**src/rtl/reg_univ_pkg.sv**
```systemverilog
// reg_univ_pkg -- shared definitions for the universal register.
//
// Contents:
//   MODE_W            width of the operation code
//   mode_t            operation code type
//   MODE_HOLD..DEC    the eight operation codes (all eight are legal)
//   mode_is_arith()   helper: true for the two arithmetic codes (INC/DEC)
package reg_univ_pkg;

  localparam int MODE_W = 3;

  typedef logic [MODE_W-1:0] mode_t;

  localparam mode_t MODE_HOLD = 3'b000;
  localparam mode_t MODE_LOAD = 3'b001;
  localparam mode_t MODE_SHL  = 3'b010;
  localparam mode_t MODE_SHR  = 3'b011;
  localparam mode_t MODE_ROL  = 3'b100;
  localparam mode_t MODE_ROR  = 3'b101;
  localparam mode_t MODE_INC  = 3'b110;
  localparam mode_t MODE_DEC  = 3'b111;

  // The arithmetic codes are exactly those with both upper bits set.
  function automatic logic mode_is_arith(input mode_t m);
    return (m[2:1] == 2'b11);
  endfunction

endpackage : reg_univ_pkg

```
**src/rtl/reg_univ_next.sv**
```systemverilog
// reg_univ_next -- purely combinational next-state logic of the universal
// register. Holds no state; the top module owns the flops and the
// reset/clear priority.
//
// Parameters:
//   WIDTH     register width (>= 2)
//   SATURATE  0 = INC/DEC wrap, 1 = INC/DEC stick at the bounds
// Ports:
//   mode_i  in   operation code
//   data_i  in   current register contents
//   cy_i    in   current carry flag (needed so HOLD keeps it)
//   load_i  in   parallel load data
//   ser_i   in   serial input bit for SHL/SHR
//   data_o  out  next register contents
//   cy_o    out  next carry/borrow/shifted-out flag
module reg_univ_next
  import reg_univ_pkg::*;
#(
  parameter int WIDTH    = 8,
  parameter bit SATURATE = 1'b0
) (
  input  logic [MODE_W-1:0] mode_i,
  input  logic [WIDTH-1:0]  data_i,
  input  logic              cy_i,
  input  logic [WIDTH-1:0]  load_i,
  input  logic              ser_i,
  output logic [WIDTH-1:0]  data_o,
  output logic              cy_o
);

  // Arithmetic is done one bit wider; the extra MSB is the carry (INC)
  // or the borrow (DEC), which is set exactly at all-ones / zero.
  logic [WIDTH:0] inc_s;
  logic [WIDTH:0] dec_s;

  assign inc_s = {1'b0, data_i} + {{WIDTH{1'b0}}, 1'b1};
  assign dec_s = {1'b0, data_i} - {{WIDTH{1'b0}}, 1'b1};

  // Select the next value and flag for the current operation code.
  always_comb begin
    data_o = data_i;
    cy_o   = cy_i;
    case (mode_i)
      MODE_HOLD: begin
        data_o = data_i;
        cy_o   = cy_i;
      end
      MODE_LOAD: begin
        data_o = load_i;
        cy_o   = 1'b0;
      end
      MODE_SHL: begin
        data_o = {data_i[WIDTH-2:0], ser_i};
        cy_o   = data_i[WIDTH-1];
      end
      MODE_SHR: begin
        data_o = {ser_i, data_i[WIDTH-1:1]};
        cy_o   = data_i[0];
      end
      MODE_ROL: begin
        data_o = {data_i[WIDTH-2:0], data_i[WIDTH-1]};
        cy_o   = data_i[WIDTH-1];
      end
      MODE_ROR: begin
        data_o = {data_i[0], data_i[WIDTH-1:1]};
        cy_o   = data_i[0];
      end
      MODE_INC: begin
        // Flag is the carry in both flavours; saturation only freezes data.
        cy_o = inc_s[WIDTH];
        if (SATURATE && inc_s[WIDTH]) begin
          data_o = data_i;
        end else begin
          data_o = inc_s[WIDTH-1:0];
        end
      end
      MODE_DEC: begin
        cy_o = dec_s[WIDTH];
        if (SATURATE && dec_s[WIDTH]) begin
          data_o = data_i;
        end else begin
          data_o = dec_s[WIDTH-1:0];
        end
      end
      default: begin
        data_o = data_i;
        cy_o   = cy_i;
      end
    endcase
  end

endmodule : reg_univ_next

```
**src/rtl/reg_univ.sv**
```systemverilog
// reg_univ -- parametrised universal register: hold, load, shift, rotate,
// increment and decrement under a 3-bit mode code, with synchronous clear,
// serial in for chaining and a registered carry/borrow flag.
//
// Parameters:
//   WIDTH     register width in bits (>= 2)
//   RST_VAL   data_out value after asynchronous reset
//   SATURATE  0 = INC/DEC wrap, 1 = INC/DEC stop at the bounds
// Ports:
//   clk       in   rising-edge clock
//   rst_n     in   asynchronous active-low reset
//   clr       in   synchronous clear, overrides mode
//   mode      in   operation code (see reg_univ_pkg)
//   data_in   in   parallel load data
//   ser_in    in   serial input bit for SHL/SHR
//   data_out  out  register contents (registered)
//   cy        out  carry/borrow/shifted-out flag (registered)
//   zero      out  data_out == 0, decoded directly from the register
module reg_univ
  import reg_univ_pkg::*;
#(
  parameter int             WIDTH    = 8,
  parameter logic [WIDTH-1:0] RST_VAL = {WIDTH{1'b0}},
  parameter bit             SATURATE = 1'b0
) (
  input  logic              clk,
  input  logic              rst_n,
  input  logic              clr,
  input  logic [MODE_W-1:0] mode,
  input  logic [WIDTH-1:0]  data_in,
  input  logic              ser_in,
  output logic [WIDTH-1:0]  data_out,
  output logic              cy,
  output logic              zero
);

  logic [WIDTH-1:0] data_q;
  logic [WIDTH-1:0] data_d;
  logic             cy_q;
  logic             cy_d;

  reg_univ_next #(
    .WIDTH    (WIDTH),
    .SATURATE (SATURATE)
  ) u_next (
    .mode_i (mode),
    .data_i (data_q),
    .cy_i   (cy_q),
    .load_i (data_in),
    .ser_i  (ser_in),
    .data_o (data_d),
    .cy_o   (cy_d)
  );

  // State flops: async reset first, then synchronous clear, then the mode.
  always_ff @(posedge clk or negedge rst_n) begin
    if (!rst_n) begin
      data_q <= RST_VAL;
      cy_q   <= 1'b0;
    end else if (clr) begin
      data_q <= {WIDTH{1'b0}};
      cy_q   <= 1'b0;
    end else begin
      data_q <= data_d;
      cy_q   <= cy_d;
    end
  end

  assign data_out = data_q;
  assign cy       = cy_q;
  // Decoded from the flop outputs so it tracks data_out with no extra cycle.
  assign zero     = (data_q == {WIDTH{1'b0}});

endmodule : reg_univ

```
**config.mk**
```make
export PLATFORM = sky130hd
export DESIGN_NAME = reg_univ
export DESIGN_NICKNAME = d
export VERILOG_FILES = /design/src/rtl/reg_univ_pkg.sv /design/src/rtl/reg_univ_next.sv /design/src/rtl/reg_univ.sv
export SDC_FILE = /design/constraint.sdc
export NUM_CORES = 1
export LEC_CHECK = 0
export CORE_ASPECT_RATIO = 1.5
export CORE_UTILIZATION = 40
export CTS_BUF_LIST = sky130_fd_sc_hd__clkbuf_16
export DETAILED_ROUTE_END_ITERATION = 6
export PLACE_DENSITY = 0.69
export SETUP_SLACK_MARGIN = 0.5
export SKIP_LAST_GASP = 1
export SYNTH_ARGS = -nofsm -noshare
export SYNTH_HDL_FRONTEND = slang
export SYNTH_SLANG_ARGS = --single-unit
```
**constraint.sdc**
```tcl
create_clock -name clk -period 1.65 [get_ports clk]
set_input_delay 0.495 -clock clk [delete_from_list [all_inputs] [get_ports clk]]
set_output_delay 0.495 -clock clk [all_outputs]
set_load 0.03 [all_outputs]
```
==> results of run 1 <==
==> stage by stage <==
stage | hold slack [ps] | total power, µW | cell area [µm²] | utilization | setup WS (ps)
finish | 613 | 1600 | 2200 | 0.889 | -468
global route | 630 | 1640 | 2200 | 0.889 | -531
CTS | 575 | 1420 | 2030 | 0.818 | -445
detailed placement | 601 | 821 | 1570 | 0.633 | -618
global placement | 606 | 814 | 1570 | 0.633 | -525
floorplan | 199 | 620 | 1170 | - | -371
==> state kept, by name (all words and copies together) (netlist names) <==
| register | cells |
|---|---|
| cy | 1 |
| data_out | 8 |
==> routing by layer <==
layer  track usage  vias up
met3        0.0362       36
met2         0.593      134
met5             0        -
li1              -      658
met4         0.159        0
met1         0.337      739
==> logic make-up (layout without fill, tap and decap cells) <==
logic type | Yosys count | in the layout | synth area share
AND/OR/NAND/NOR | 60 | 60 | 0.331
XOR/XNOR | 5 | 5 | 0.0415
buffers and inverters | 19 | 98 | 0.0818
multiplexers | 8 | 8 | 0.0912
adder cells (fa/ha/maj) | 3 | 3 | 0.0355
AO/OA/AOI/OAI | 32 | 32 | 0.206
flip-flops | 9 | 9 | 0.213
==> cell usage in the layout, fill, tap and decap left out, types with 3 or more instances in the layout <==
cell	n
buf_8	4
buf_6	26
buf_4	40
a21oi_2	3
nand2b_1	3
o21ai_0	4
inv_1	3
nand4_1	5
mux2i_1	4
a31oi_1	3
mux2_2	3
nor2_2	3
dfrtp_1	3
clkbuf_16	3
nor2_1	8
a21oi_1	3
xnor2_1	4
nand3_1	4
nand2_1	10
buf_12	4
clkdlybuf4s50_1	11
nor2b_1	3
dfrtp_2	6
==> report_power, final <==
group / switching, µW / internal, µW
clock: 134 / 319
sequential: 25.8 / 245
combinational: 414 / 458
total: 574 / 1020
==> what timing repair did <==
action | 4_1_cts | 5_1_grt
pin swaps | 13 | 12
gates cloned | 1 | 0
hold endpoints to repair | 0 | 0
gates resized for setup | 75 | 27
buffers inserted | 21 | 8
setup endpoints to repair | 19 | 19
==> worst register-to-register path, cell delays in order (launching register included) <==
cell	delay [ps]
dfrtp_2	440
buf_12	140
buf_6	120
ha_4	160
buf_4	150
and4b_1	240
o21ai_2	130
nand3b_1	100
a31oi_1	200
==> how the worst min path moves through the flow <==
stage / endpoint / cells past startpoint / start
CTS: data_out[7] / 1 / rst_n
finish: data_out[7] / 1 / rst_n
global placement: cy / 2 / cy
global route: cy / 1 / rst_n
floorplan: cy / 0 / rst_n
detailed placement: cy / 2 / cy
==> cell type report <==
cell class              instances  area (µm²)
clock buffers                   3        75.1
clock inverters                 1        3.75
fillers                       112         275
inverters                       5        28.8
multi-input cells             108         960
flip-flops and latches          9         233
well taps                      24        30.0
repair buffers                 89         872
==> cells in the mapped netlist, drive strengths merged (2+ instances only) <==
cell     count
nand2       11
a2111oi      2
buf          7
o211ai       3
and3         2
a211oi       2
a21oi        7
nor2        12
nand3        4
or2          2
nand2b       4
nor4         3
mux2i        4
clkbuf       7
mux2         3
ha           3
xnor2        5
nor3         2
nand4        5
dfrtp        9
o21ai        7
nor2b        4
a31oi        4
inv          5
or3          2
==> key figures, run 1 <==
Setup path
  – Setup CP Type: reg2out
  – Number of buffers and inverters on the critical path: 1
  – R2R cell count: 8
  – FF-to-FF Start: data_out[0]
  – Crit path max fanout: 2
  – CP Data Arrival Time: 1620 ps
  – Levels on crit path: 3
  – Reg-to-reg slack, setup: -130 ps
  – Worst path slowest cell: or4_4
  – Delay-heaviest family, CP: simple AND/OR/NAND/NOR gates
  – Crit path to: zero
  – Worst Setup End Kind: output pin
  – Crit. Startpoint: data_out[2]
  – Critical Path Source Type: flip-flop
  – Crit-path cells: or4_4, nor4b_4, buf_6
  – Worst Path Required: 1150 ps
  – End of the worst register-to-register path: data_out[4]
  – Critical Path Max Stage Delay: 570 ps

Global route
  – All-Layer GR Usage: 0.319
  – Largest net degree at the start of global routing: 13
  – First-pass GRT wire length: 6.76 mm
  – Initial antenna violation count: 0
  – Number of global-route vias before repair: 1434
  – Overflow after GRT: 0

Clock tree
  – Hold-fix buffer count after cts: 0
  – Root buf cell: clkbuf_16
  – CTS tree: yes
  – Clock sink count: 9
  – H-tree levels: 1
  – Clock Path Buffers: 2
  – Clk slew on worst S/H paths: 40 ps
  – Clk Latency, worst-skew pair: 250 ps
  – Num CTS Buffers: 3

Synth
  – Yosys cell types: 46
  – Post-Syn Nets: 154
  – EDFF count, synth: 0
  – Top cell type by total area after synthesis: dfrtp_1
  – Yosys Warn Count: 0
  – Seq/Total Area, Yosys: 0.213
  – Synthesized flop and latch total: 9
  – Cell count after synthesis: 136
  – Top cells by area, synth: dfrtp_1 21%, nor2_1 4.3%, xnor2_1 4.1%
  – Synth Flop Type: dfrtp_1
  – Post-synth top area share: 0.213
  – Avg Cell Area, Syn: 7.76 µm²
  – Netlist Area Pre-Place: 0.00106 mm²
  – FFs w/ async S/R, synth: 1.00

STA
  – Worst-Margin Slew: 556 ps
  – Tcrit/Tclk final: 1.28
  – Fmax: 472 MHz
  – Max Transition Viols Final: 0
  – Final setup violation count: 5
  – Post-layout min period: 2120 ps
  – Fin. Hold Viols: 0
  – Setup TNS: -795 ps
  – Worst rel slew slack: 0.628
  – Final worst setup slack: -468 ps
  – Worst Skew: 3.00 ps
  – Unrepaired setup endpoints after global routing: true

Drt
  – DRT iter0 DRCs: 168
  – Detailed-route DRC error count: 1
  – Vias after detailed routing: 1567
  – Met3 wire len: 566 µm
  – Drt via density: 6.56
  – Routed WL per cell: 23.7 µm
  – Drt first pass iters: 7
  – Met2 Routed Length: 2.84 mm
  – Max layer used: met4
  – Antenna-violating nets left: 0
  – Detailed Route WL: 5.66 mm
  – Routed length on met1: 1.94 mm

Hold path
  – HP Class: in2async

Floorplan
  – Initial Util: 0.426
  – Die Footprint: 0.00285 mm²
  – Die X: 44.0 µm
  – Core Box Area: 0.00248 mm²
  – Num ports: 25
  – Row count: 22
  – Die Y: 64.9 µm

Final layout
  – Ant. Diodes: 0
  – Non-Filler Instances: 239
  – Share of layout cells above drive strength 1: 0.609
  – Area Growth Syn to Fin: 109%
  – Nets: 234

Flow run
  – Max-cap viol count: 0

Placed design
  – HPWL Detailed: 2.55 mm
  – Global placer's final weighted congestion: 0.874
  – Placed Cells: 205
  – IO buf count: 24

Pwr
  – Worst VDD drop: 0.504 mV
  – Leakage: 0.000942 µW
  – Pwr dens: 725 mW/mm²

Run status
  – Status: finished, violations left
  – Failing checks: DRC, setup timing
Note: power is estimated with default switching activity, not from simulation.
==> run 2, diff against run 1 <==
--- a/config.mk
+++ b/config.mk
@@ -9,6 +9,7 @@
 export CORE_UTILIZATION = 40
 export CTS_BUF_LIST = sky130_fd_sc_hd__clkbuf_16
 export DETAILED_ROUTE_END_ITERATION = 6
+export GPL_ROUTABILITY_DRIVEN = 0
 export PLACE_DENSITY = 0.69
 export SETUP_SLACK_MARGIN = 0.5
 export SKIP_LAST_GASP = 1
==> key figures, run 2 (synthesis gave the netlist of run 1 again) <==
Run status
  – Status: finished, violations left
  – Failing checks: DRC, setup timing

Setup path
  – Setup CP Type: reg2out
  – CP Data Arrival Time: 1620 ps
  – Crit path max fanout: 2
  – FF-to-FF Start: data_out[5]
  – Worst Path Required: 1150 ps
  – Worst Setup End Kind: output pin
  – Crit. Startpoint: data_out[5]
  – End of the worst register-to-register path: data_out[7]
  – R2R cell count: 7
  – Critical Path Source Type: flip-flop
  – Reg-to-reg slack, setup: -350 ps

Global route
  – First-pass GRT wire length: 7.33 mm
  – Initial antenna violation count: 0
  – Largest net degree at the start of global routing: 13
  – Number of global-route vias before repair: 1449
  – Overflow after GRT: 0
  – All-Layer GR Usage: 0.354

Clock tree
  – Clk slew on worst S/H paths: 40 ps
  – H-tree levels: 1
  – Clk Latency, worst-skew pair: 250 ps
  – Num CTS Buffers: 3
  – Clock Path Buffers: 2
  – Hold-fix buffer count after cts: 0
  – Clock sink count: 9
  – Root buf cell: clkbuf_16
  – CTS tree: yes

Final layout
  – Ant. Diodes: 0
  – Share of layout cells above drive strength 1: 0.560
  – Most frequent cells in the layout: 39 x buf_4, 25 x buf_6, 11 x clkdlybuf4s50_1
  – Most common cell after layout, fill and taps aside: buf_4
  – Nets: 228
  – Post-Layout Inst Area: 0.00209 mm²
  – Area Growth Syn to Fin: 98.1%
  – Largest register FFs: 8

Drt
  – Detailed Route WL: 5.47 mm
  – Antenna-violating nets left: 0
  – Vias after detailed routing: 1573
  – Detailed-route DRC error count: 2
  – Routed WL per cell: 23.5 µm
  – DRT iter0 DRCs: 184
  – Drt first pass iters: 7
  – Drt via density: 6.75

STA
  – Fmax: 472 MHz
  – Worst-Margin Slew: 496 ps
  – Post-layout min period: 2120 ps
  – Final worst setup slack: -467 ps
  – Tcrit/Tclk final: 1.28
  – Final setup violation count: 8
  – Unrepaired setup endpoints after global routing: true
  – Worst Skew: 2.86 ps
  – Fin. Hold Viols: 0
  – Worst rel slew slack: 0.668
  – Setup TNS: -1540 ps
  – Max Transition Viols Final: 0

Floorplan
  – Row count: 22
  – Num ports: 25
  – Die Footprint: 0.00285 mm²
  – Core Box Area: 0.00248 mm²
  – Initial Util: 0.426
  – Die X: 44.0 µm
  – Die Y: 64.9 µm

Flow run
  – Max-cap viol count: 0

Placed design
  – HPWL Detailed: 2.50 mm
  – Setup WS pre-CTS: -507 ps
  – Placed Area: 0.00156 mm²
  – IO buf count: 24

Hold path
  – HP Class: in2async

Pwr
  – Pwr dens: 754 mW/mm²
  – Leakage: 0.000903 µW
  – Worst VDD drop: 0.532 mV
[run 2: cell count changes in the layout (fill, tap and decap cells not counted), moves of 2 or more]
cell and delta:
a211oi_2 -2, nor2_4 +2, a21oi_1 +2, xnor2_2 +2, a211oi_1 +2, xnor2_1 -2
buf_12 -4
[run 2: final cells by class]
| type | instances | area [µm²] |
|---|---|---|
| multi-input combinational | 108 | 922 |
| fill | 121 | 385 |
| timing repair buffer | 83 | 800 |
| clock inverter | 1 | 3.75 |
| inverter | 5 | 28.8 |
| tap | 24 | 30.0 |
| sequential | 9 | 233 |
| clock buffer | 3 | 75.1 |
[run 2: worst max path at each step]
stage,endpoint,slack (ps),cells past startpoint
2_1_floorplan,zero,-370,3
3_3_place_gp,data_out[3],-450,6
3_5_place_dp,data_out[2],-510,7
4_1_cts,zero,-440,3
5_1_grt,zero,-470,3
6_report,zero,-470,3
[run 2: power by group]
part,internal [µW],switching (µW)
sequential,246,23.8
clock,319,130
combinational,443,417
total,1010,571
[run 2: through the flow]
| stage | power [µW] | cells | hold slack, ps | util |
|---|---|---|---|---|
| floorplan | 620 | 136 | 199 | - |
| global placement | 808 | 204 | 609 | 0.630 |
| detailed placement | 817 | 204 | 622 | 0.630 |
| CTS | 1390 | 226 | 576 | 0.791 |
| global route | 1610 | 233 | 604 | 0.844 |
| finish | 1580 | 233 | 586 | 0.844 |
[run 2: repair_timing]
| action | in CTS | in global routing |
|---|---|---|
| pin swaps | 12 | 18 |
| cloned | 2 | 0 |
| setup buffers | 16 | 7 |
| gates resized for setup | 70 | 17 |
| hold endpoints to repair | 0 | 0 |
| endpoints found under the setup margin | 19 | 19 |
[run 2: layer usage]
metal  global-route usage  vias to the layer above  share of wire
met3               0.0641                       49           0.11
met5                    0                        -              0
met1                0.381                      713           0.34
li1                     -                      655              -
met2                0.616                      156           0.48
met4                0.220                        0          0.074
[run 2: critical path, stage by stage (launching register included)]
cell     delay (ps)
dfrtp_2         410
or4_4           550
nor4b_4         240
buf_6           170
==> run 3, diff against run 2 <==
--- a/config.mk
+++ b/config.mk
@@ -6,6 +6,7 @@
 export NUM_CORES = 1
 export LEC_CHECK = 0
 export CORE_ASPECT_RATIO = 1.5
+export CORE_MARGIN = 5
 export CORE_UTILIZATION = 40
 export CTS_BUF_LIST = sky130_fd_sc_hd__clkbuf_16
 export DETAILED_ROUTE_END_ITERATION = 6
==> key figures, run 3 (synthesis gave the netlist of run 1 again) <==
Final layout
  – # fillers: 124
  – Largest register FFs: 8
  – Most frequent cells in the layout: 43 x buf_4, 27 x buf_6, 11 x clkdlybuf4s50_1
  – Ant. Diodes: 0
  – Nets: 232
  – Area Growth Syn to Fin: 102%
  – Share of layout cells above drive strength 1: 0.596
  – Most common cell after layout, fill and taps aside: buf_4

Setup path
  – Setup CP Type: reg2out
  – Critical Path Source Type: flip-flop
  – Worst Setup End Kind: output pin
  – Delay-heaviest family, CP: simple AND/OR/NAND/NOR gates
  – Crit path max fanout: 2
  – Reg-to-reg slack, setup: -60 ps
  – Critical Path Max Stage Delay: 560 ps
  – Number of buffers and inverters on the critical path: 1
  – Worst path slowest cell: or4_4
  – Worst Path Required: 1150 ps
  – CP Data Arrival Time: 1610 ps
  – Crit-path cells: or4_4, nor4b_4, buf_6

STA
  – Post-layout min period: 2100 ps
  – Max Transition Viols Final: 0
  – Final worst setup slack: -455 ps
  – Worst Skew: 1.81 ps
  – Fmax: 475 MHz
  – Fin. Hold Viols: 0
  – Unrepaired setup endpoints after global routing: true
  – Worst rel slew slack: 0.687
  – Tcrit/Tclk final: 1.28
  – Worst-Margin Slew: 468 ps
  – Final setup violation count: 4

Global route
  – Number of global-route vias before repair: 1379
  – Initial antenna violation count: 0
  – First-pass GRT wire length: 6.56 mm
  – Overflow after GRT: 0
  – Largest net degree at the start of global routing: 13
  – All-Layer GR Usage: 0.237

Drt
  – DRT iter0 DRCs: 76
  – Drt via density: 6.02
  – Met3 wire len: 251 µm
  – Antenna-violating nets left: 0
  – Detailed-route DRC error count: 0
  – Max layer used: met4
  – Routed length on met1: 1.76 mm
  – Detailed Route WL: 4.82 mm
  – Met2 Routed Length: 2.55 mm
  – Vias after detailed routing: 1498
  – Routed WL per cell: 19.3 µm
  – Drt first pass iters: 4

Pwr
  – Leakage: 0.000919 µW
  – Pwr dens: 707 mW/mm²
  – Overall power: 1500 µW
  – Worst VDD drop: 0.555 mV

Placed design
  – HPWL Detailed: 2.60 mm
  – Setup WS pre-CTS: -554 ps
  – IO buf count: 24

Floorplan
  – Initial Util: 0.422
  – Die X: 52.0 µm
  – Core Box Area: 0.00250 mm²
  – Num ports: 25
  – Die Y: 72.9 µm
  – Die Footprint: 0.00379 mm²
  – Row count: 22

Clock tree
  – Num CTS Buffers: 3
  – Clk slew on worst S/H paths: 40 ps
  – Clock sink count: 9
  – CTS tree: yes
  – Clock Path Buffers: 2
  – Clk Latency, worst-skew pair: 240 ps
  – H-tree levels: 1
  – Root buf cell: clkbuf_16

Hold path
  – HP Class: in2async

Run status
  – Status: finished, violations left
  – Failing checks: setup timing

Flow run
  – Max-cap viol count: 0
run 3: cell count changes in the layout (fill, tap and decap cells not counted), moves of 2 or more:
cell           previous run  this run
buf_4                    39        43
nor2_2                    2         5
buf_6                    25        27
buf_8                     4         2
dlygate4sd2_1             2         0
nor2_4                    3         1
xnor2_1                   2         4
xnor2_2                   3         1
run 3: path summary, 6_finish.rpt:
| path | end | depth (start not counted) | from |
|---|---|---|---|
| min in group clk | data_out[0] | 5 | mode[2] |
| hold / removal | cy | 1 | rst_n |
| max in group asynchronous | data_out[2] | 1 | rst_n |
| setup reg to reg | data_out[7] | 5 | data_out[4] |
| setup / recovery | zero | 3 | data_out[4] |
| hold reg to reg | data_out[5] | 3 | data_out[5] |
run 3: repair_timing:
action | in CTS | in global routing
setup buffers | 19 | 13
hold buffers | 0 | 0
setup endpoints to repair | 19 | 19
resized for setup | 62 | 20
gates cloned | 0 | 1
pin swaps | 11 | 13
run 3: final cells by class:
type | count | area [µm²] | area share
multi-input combinational | 108 | 920 | 0.432
timing repair buffer | 87 | 822 | 0.386
sequential | 9 | 234 | 0.110
clock buffer | 3 | 75.1 | 0.0353
tap | 36 | 45.0 | 0.0212
inverter | 5 | 28.8 | 0.0135
clock inverter | 1 | 3.75 | 0.00176
run 3: stage by stage:
stage                util  TNS, ps  hold slack (ps)  instances  instance area (µm²)
detailed placement  0.620    -3710              606        212                 1550
global route        0.850     -833              601        249                 2130
global placement    0.620    -3470              589        212                 1550
finish              0.850     -584              581        249                 2130
floorplan               -     -385              199        136                 1170
CTS                 0.767     -601              585        235                 1920
run 3: per-layer routing:
metal,vias to the layer above,GRT usage
met1,725,0.263
met3,25,0.0143
met4,0,0.166
met2,91,0.414
met5,-,0
li1,657,-
run 3: where the power goes:
part           internal [µW]  switching [µW]  total (µW)  leakage (µW)
clock network            318             119         437     0.0000423
registers                246            25.2         271      0.000109
logic                    420             376         796      0.000768
total                    984             521        1500      0.000919
